<file path="config.mk">
export PLATFORM = sky130hd
export DESIGN_NAME = lr2_seq_tracker_fsm
export DESIGN_NICKNAME = d
export VERILOG_FILES = /design/src/rtl/lr2_seq_tracker_fsm.sv
export SDC_FILE = /design/constraint.sdc
export NUM_CORES = 1
export LEC_CHECK = 0
export CAP_MARGIN = 25
export CORE_MARGIN = 2
export CORE_UTILIZATION = 57
export CTS_BUF_LIST = sky130_fd_sc_hd__clkbuf_4 sky130_fd_sc_hd__clkbuf_8
export DETAILED_ROUTE_END_ITERATION = 8
export GPL_ROUTABILITY_DRIVEN = 0
export GPL_TIMING_DRIVEN = 0
export PLACE_DENSITY_LB_ADDON = 0.08
export SLEW_MARGIN = 20
export SYNTH_ARGS = -nofsm -noshare
export SYNTH_HDL_FRONTEND = slang
export SYNTH_SLANG_ARGS = --single-unit
export TNS_END_PERCENT = 50
</file>
<file path="constraint.sdc">
create_clock -name CLK -period 3.9 [get_ports CLK]
set_input_delay 0.78 -clock CLK [delete_from_list [all_inputs] [get_ports CLK]]
set_output_delay 0.78 -clock CLK [all_outputs]
set_load 0.05 [all_outputs]
</file>
<file path="src/rtl/lr2_seq_tracker_fsm.sv">
// LR2 sequence tracker: decodes the SEQ stream, locks onto the counter position and direction,
// and flags/counts out-of-sequence samples. Optional macro LR2_TRK_LOAD_EN adds the LOAD input.
module lr2_seq_tracker_fsm #(
  parameter int unsigned LOCK_CNT = 2,
  parameter int unsigned MISS_MAX = 3,
  parameter int unsigned ERRW     = 8
) (
  input  logic            CLK,
  input  logic            RST,
  input  logic            CE,
  input  logic [3:0]      SEQ,
  input  logic            SYNC_REQ,
`ifdef LR2_TRK_LOAD_EN
  input  logic            LOAD,
`endif
  output logic [3:0]      POS,
  output logic            DIR,
  output logic            LOCK,
  output logic            ERR,
  output logic            DIR_CHG,
  output logic [ERRW-1:0] ERR_CNT
);

  typedef enum logic [1:0] {
    S_HUNT = 2'd0,
    S_ACQ  = 2'd1,
    S_CONF = 2'd2,
    S_LOCK = 2'd3
  } state_t;

  localparam logic [3:0] LOCK_CNT4 = LOCK_CNT[3:0];
  localparam logic [3:0] MISS_MAX4 = MISS_MAX[3:0];

  state_t            state_q, state_n;
  logic [3:0]        pos_q, pos_n;
  logic              dir_q, dir_n;
  logic              err_q, err_n;
  logic              dchg_q, dchg_n;
  logic [ERRW-1:0]   errc_q, errc_n;
  logic [3:0]        cnt_q, cnt_n;
  logic [3:0]        miss_q, miss_n;
  logic [3:0]        dec;
  logic [3:0]        d;
  logic [3:0]        fwd;
  logic [3:0]        rev;
  logic [3:0]        cnt_inc;
  logic [3:0]        miss_inc;

  // Inverse of the LR2_OUT encoding (reflected Gray code).
  always_comb begin
    dec = 4'h0;
    case (SEQ)
      4'h0: dec = 4'h0;
      4'h1: dec = 4'h1;
      4'h2: dec = 4'h3;
      4'h3: dec = 4'h2;
      4'h4: dec = 4'h7;
      4'h5: dec = 4'h6;
      4'h6: dec = 4'h4;
      4'h7: dec = 4'h5;
      4'h8: dec = 4'hF;
      4'h9: dec = 4'hE;
      4'hA: dec = 4'hC;
      4'hB: dec = 4'hD;
      4'hC: dec = 4'h8;
      4'hD: dec = 4'h9;
      4'hE: dec = 4'hB;
      4'hF: dec = 4'hA;
      default: dec = 4'h0;
    endcase
  end

  always_comb begin
    d        = dec - pos_q;
    fwd      = dir_q ? 4'h1 : 4'hF;
    rev      = dir_q ? 4'hF : 4'h1;
    cnt_inc  = cnt_q + 4'h1;
    miss_inc = miss_q + 4'h1;

    state_n = state_q;
    pos_n   = pos_q;
    dir_n   = dir_q;
    err_n   = 1'b0;
    dchg_n  = 1'b0;
    errc_n  = errc_q;
    cnt_n   = cnt_q;
    miss_n  = miss_q;

    if (SYNC_REQ) begin
      state_n = S_HUNT;
      miss_n  = '0;
      cnt_n   = '0;
    end else if (CE) begin
`ifdef LR2_TRK_LOAD_EN
      if (LOAD) begin
        pos_n  = dec;
        miss_n = '0;
        if (state_q != S_LOCK) begin
          state_n = S_ACQ;
          cnt_n   = '0;
        end
      end else begin
`endif
      case (state_q)
        S_HUNT: begin
          pos_n   = dec;
          state_n = S_ACQ;
        end
        S_ACQ: begin
          if (d == 4'h1 || d == 4'hF) begin
            dir_n   = (d == 4'h1);
            pos_n   = dec;
            cnt_n   = 4'h1;
            state_n = (LOCK_CNT4 == 4'h1) ? S_LOCK : S_CONF;
          end else if (d != 4'h0) begin
            pos_n = dec;
          end
        end
        S_CONF: begin
          if (d == fwd) begin
            pos_n = dec;
            cnt_n = cnt_inc;
            if (cnt_inc == LOCK_CNT4) state_n = S_LOCK;
          end else if (d != 4'h0) begin
            pos_n   = dec;
            cnt_n   = '0;
            state_n = S_ACQ;
          end
        end
        S_LOCK: begin
          pos_n = dec;
          if (d == fwd) begin
            miss_n = '0;
          end else if (d == rev) begin
            dir_n  = ~dir_q;
            dchg_n = 1'b1;
            miss_n = '0;
          end else begin
            err_n = 1'b1;
            if (errc_q != '1) errc_n = errc_q + 1'b1;
            if (miss_inc == MISS_MAX4) begin
              miss_n  = '0;
              cnt_n   = '0;
              state_n = S_HUNT;
            end else begin
              miss_n = miss_inc;
            end
          end
        end
        default: state_n = S_HUNT;
      endcase
`ifdef LR2_TRK_LOAD_EN
      end
`endif
    end
  end

  always_ff @(posedge CLK) begin
    if (RST) begin
      state_q <= S_HUNT;
      pos_q   <= '0;
      dir_q   <= 1'b1;
      err_q   <= 1'b0;
      dchg_q  <= 1'b0;
      errc_q  <= '0;
      cnt_q   <= '0;
      miss_q  <= '0;
    end else begin
      state_q <= state_n;
      pos_q   <= pos_n;
      dir_q   <= dir_n;
      err_q   <= err_n;
      dchg_q  <= dchg_n;
      errc_q  <= errc_n;
      cnt_q   <= cnt_n;
      miss_q  <= miss_n;
    end
  end

  assign POS     = pos_q;
  assign DIR     = dir_q;
  assign LOCK    = (state_q == S_LOCK);
  assign ERR     = err_q;
  assign DIR_CHG = dchg_q;
  assign ERR_CNT = errc_q;

endmodule

</file>
Word-level counts from Yosys, hierarchy flattened
Memory sizes are Yosys's and may differ from the RTL's.
Cells that the tools add are included.
Widths: inputs -> output; s select.
{"block": "op_classes", "addsub": 4, "eq_ne": 17, "muxes": 30, "bitwise_logic": 6, "reduce_logical": 14}
{"operator": "$mux 4", "count": 14}
{"operator": "$pmux 4 s3", "count": 2}
{"operator": "$mux 2", "count": 7}
{"operator": "$reduce_and 7->1", "count": 2}
{"operator": "$reduce_and 6->1", "count": 2}
{"operator": "$add 4x1->4 const B", "count": 2}
{"operator": "$add 8x1->8 const B", "count": 1}
{"operator": "$eq 4x2->1 const B", "count": 2}
{"operator": "$eq 4x4->1", "count": 2}
{"operator": "$ne 8x8->1 const B", "count": 1}
{"operator": "$pmux 2 s4", "count": 1}
{"operator": "$ne 2x2->1 const B", "count": 3}
{"operator": "$ne 3x3->1 const B", "count": 2}
{"operator": "$not 1->1", "count": 6}
{"operator": "$mux 1", "count": 5}
{"operator": "$reduce_or 5->1", "count": 1}
{"operator": "$eq 2x2->1 const B", "count": 2}
{"operator": "$eq 4x1->1 const B", "count": 1}
{"operator": "$eq 4x4->1 const B", "count": 1}
{"operator": "$ne 2x1->1 const B", "count": 2}
{"operator": "$reduce_and 2->1", "count": 2}
{"operator": "$reduce_bool 4->1", "count": 1}
{"operator": "$reduce_or 2->1", "count": 2}
{"operator": "$sub 4x4->4", "count": 1}
{"operator": "6 further kinds", "count": 6}
{"block": "totals", "regBits": 25, "rom_bits": 64, "input_bits": 8, "out_inout_bits": 16, "wordCells": 80, "n_memories": 1}
{"name": "(no name shown)", "words": 16, "width": 4, "rd": 1, "rd_ports_with_merged_regs": 0, "wr": 0, "line": "52", "rtl": "case (SEQ)"}

Logic depth before layout (Yosys ltp)
{"block": "logic_depth", "ltp_word": 6, "mapped_depth": 12, "ltp_nobuf": 11}

Worst setup path before layout
No wires, ideal clock.
{"block": "synth_path", "kind": "in2reg", "startpoint": "input port SEQ[2]", "endpoint": "register dir_q (netlist: DIR)", "setup_ps": 122, "t_arrival_ps": 3462, "t_required_ps": 3778, "slack_ps": 316, "cell_stages": 12, "path_buffers": 1, "path_cell_list": "xor2_1 xor2_1 xnor2_1 ha_1 fa_1 or2_2 mux2i_1 and4_1 buf_2 nor2_1 and3_1 a221o_1"}
{"block": "synth_between", "elab_chain_cells": 6}
{"item": "from (decl)", "line": "11", "rtl": "input logic [3:0] SEQ,"}
{"item": "$mem_v2 16x4 *"}
{"item": "$sub 4x4->4 *", "line": "74", "rtl": "d = dec - pos_q;"}
{"item": "$eq 4x1->1 or $eq 4x4->1 (tied branches)", "line": "110, 111"}
{"item": "$logic_or 1x1->1", "line": "110", "rtl": "if (d == 4'h1 || d == 4'hF) begin"}
{"item": "$ne 2x2->1 (no source line)"}
{"item": "$reduce_and 6->1 (no source line)"}
{"item": "to (signal assigned)", "line": "171", "rtl": "dir_q <= dir_n;"}
{"item": "to (decl)", "line": "36", "rtl": "logic dir_q, dir_n;"}
Every way passes the cells marked *; elsewhere a longest branch is shown, timed or not. The select of a mux whose other input is x is not followed.
A chain may end at the register's enable or synchronous reset.

Worst setup path in the final report
Same ends and word-level chain as after synthesis.

==> out/qor.txt <==
clk slew on worst S/H paths = 150 ps
crit start category = input port
most frequent cells in the layout = dfxtp_1, clkdlybuf4s50_1, a21oi_1
Worst Setup End Kind = register
final setup fails = 0
DRC viols = 0
Overflow after GRT = 0
worst-path cell chain = clkdlybuf4s50_1, xor2_2, xor2_2, xnor2_1, ha_2, fa_2, or2_2, mux2i_4, and4_1, buf_2, nor2_1, and3_1, a221o_1
HP Start = miss_q[3]
first-pass GRT wire length = 7.27 mm
FFs w/ async S/R, synth = 0
Avg Cell Area, Syn = 8.52 um^2
Post-synth EDFFs = 0
initial drt markers = 123
VDD IR-drop max = 0.192 mV
Critical R2R Launch = POS[2]
post-synth cell types = 58
Req. time, crit path = 4140 ps
pin count of the biggest net entering global routing = 15
routed len/inst = 15.0 um
Via-to-Cell Ratio = 6.12
CTS sink cnt = 25
Setup TNS = 0 ps
die area = 3730 um^2
clock buffer depth = 2
number of synthesized register bits = 25
slew at the pin closest to its max-slew limit = 507 ps
Initial Utilization = 0.604
Pre-Repair DR Iteration Count = 4
CTS tree = yes
outcome = finished, final reports clean
mapped cell area = 1860 um^2
launch point of the worst path = SEQ[2]
cell count after synthesis = 218
Critical Path AT = 4050 ps
commonest non-fill, non-tap cell in the layout = dfxtp_1
Layout area overhead = 20.5%
Root Buffer Master = clkbuf_4
Worst Clk Skew = 6.96 ps
Leak = 0.774 nW
final count of pins violating max slew = 0
Die H = 61.1 um
delay-heaviest family, CP = simple AND/OR/NAND/NOR gates
largest fanout on the critical path = 6
area of the multi-input gates = 1290 um^2
Worst Setup Path Type = input port to register
Post-DP HPWL = 3.24 mm
max cap viols = 0
Post-synth top flop = dfxtp_1
CP Buf/Inv Count = 2
Final ANT Viol Nets = 0
fin crit period = 3810 ps
Register Area = 500 um^2
initial antenna violation count = 0
H-tree levels = 1
Power Density = 259 nW/um^2
latest clock arrival within the worst-skew pair = 330 ps
Final #Nets = 271
layout cells sized above 1 = 0.157
Antenna diodes = 0
YS warnings = 0
Tcrit/Tclk final = 0.976
register area share after synthesis = 0.269
Core Footprint = 3080 um^2
Hold-fix buffers, CTS = 0
die width = 61.1 um
num rows = 20
Vias = 1793
WL final = 4.40 mm
total chip power = 0.580 mW
crit-path most repeated cell = xor2_2
GRT Total Usage = 0.255
maximum clock rate = 263 MHz
Mapped Nets = 239
vias in the first global route = 1698
cts bufs inserted = 3
layout filler cell count = 244
Worst path max stage delay = 500 ps
slew margin rel. = 0.661
Min-Delay Path Class = register to register
Port Buf Inserts = 23
Critical Path Slowest Stage Cell = clkdlybuf4s50_1
Hold Fails Final Rpt = 0
# IOs = 24
## metrics by stage
step                setup slack (ps)  std cells  instance area (um^2)   util  hold slack [ps]
finish                          93.1        293                  2240  0.728              503
global route                   -41.5        293                  2240  0.728              522
CTS                             16.7        290                  2190  0.713              503
detailed placement              -655        285                  2140  0.696              483
global placement                -547        285                  2140  0.696              467
floorplan                        316        218                  1860      -              454
## final cells by class
| cell class | count | area share |
|---|---|---|
| Multi-Input combinational cell | 172 | 0.577 |
| Clock buffer | 3 | 0.0101 |
| Buffer | 6 | 0.0218 |
| Timing Repair Buffer | 27 | 0.116 |
| Inverter | 15 | 0.0251 |
| Clock inverter | 1 | 0.00223 |
| Sequential cell | 25 | 0.223 |
| Tap cell | 44 | 0.0246 |
## worst paths after layout
check	to	slack (ps)	depth (start not counted)
max reg2reg	state_q[0]	1180	8
max	DIR	90	13
min	miss_q[3]	500	2
min reg2reg	miss_q[3]	500	2
## cell families after synthesis
group,synth area share
compound gates,0.219
xor+xnor,0.0431
fa+ha+maj,0.0916
buf+inv,0.0566
flops,0.269
mux,0.0269
simple gates,0.294
## metal layers
layer,track usage,vias to the layer above,part of all wire
li1,-,875,-
met1,0.329,844,0.45
met2,0.435,63,0.47
met3,0.0273,11,0.061
met4,0.0994,0,0.018
met5,0,-,0
## what timing repair did
item                       CTS  global route
resized for setup            4             4
buffers inserted             1             3
pin swaps                    2             2
setup endpoints to repair   19             7
## power by group
group / leakage, nW / switching [mW] / internal [mW]
logic: 0.555 / 0.111 / 0.0794
registers: 0.202 / 0.00518 / 0.259
clock network: 0.0177 / 0.0863 / 0.0386
total: 0.774 / 0.203 / 0.377
## Yosys cell counts (all sizes together) (4+ instances only)
library cell | n | area, um^2
o31ai | 6 | 45.0
nand2b | 4 | 25.0
or3 | 4 | 30.0
nor3 | 7 | 35.0
or2 | 4 | 25.0
nand4 | 4 | 25.0
inv | 15 | 56.3
dfxtp | 25 | 500
nand2 | 17 | 71.3
nor2 | 14 | 52.6
xor2 | 4 | 35.0
or4 | 7 | 52.6
o21ai | 4 | 20.0
mux2i | 5 | 50.1
a21oi | 21 | 109
ha | 12 | 150
nand3 | 14 | 100
## worst min-delay path, stage by stage, from the launching register on
cell,delay [ps]
dfxtp_1,360
nand2_1,60
a21oi_1,50
## registers in the layout, summed over array words and instances, names as in the netlist
register and flops:
DIR 1, ERR 1, miss_q 4, cnt_q 4
DIR_CHG 1, state_q 2, ERR_CNT 8, POS 4
(Power assumes the default switching activity.)
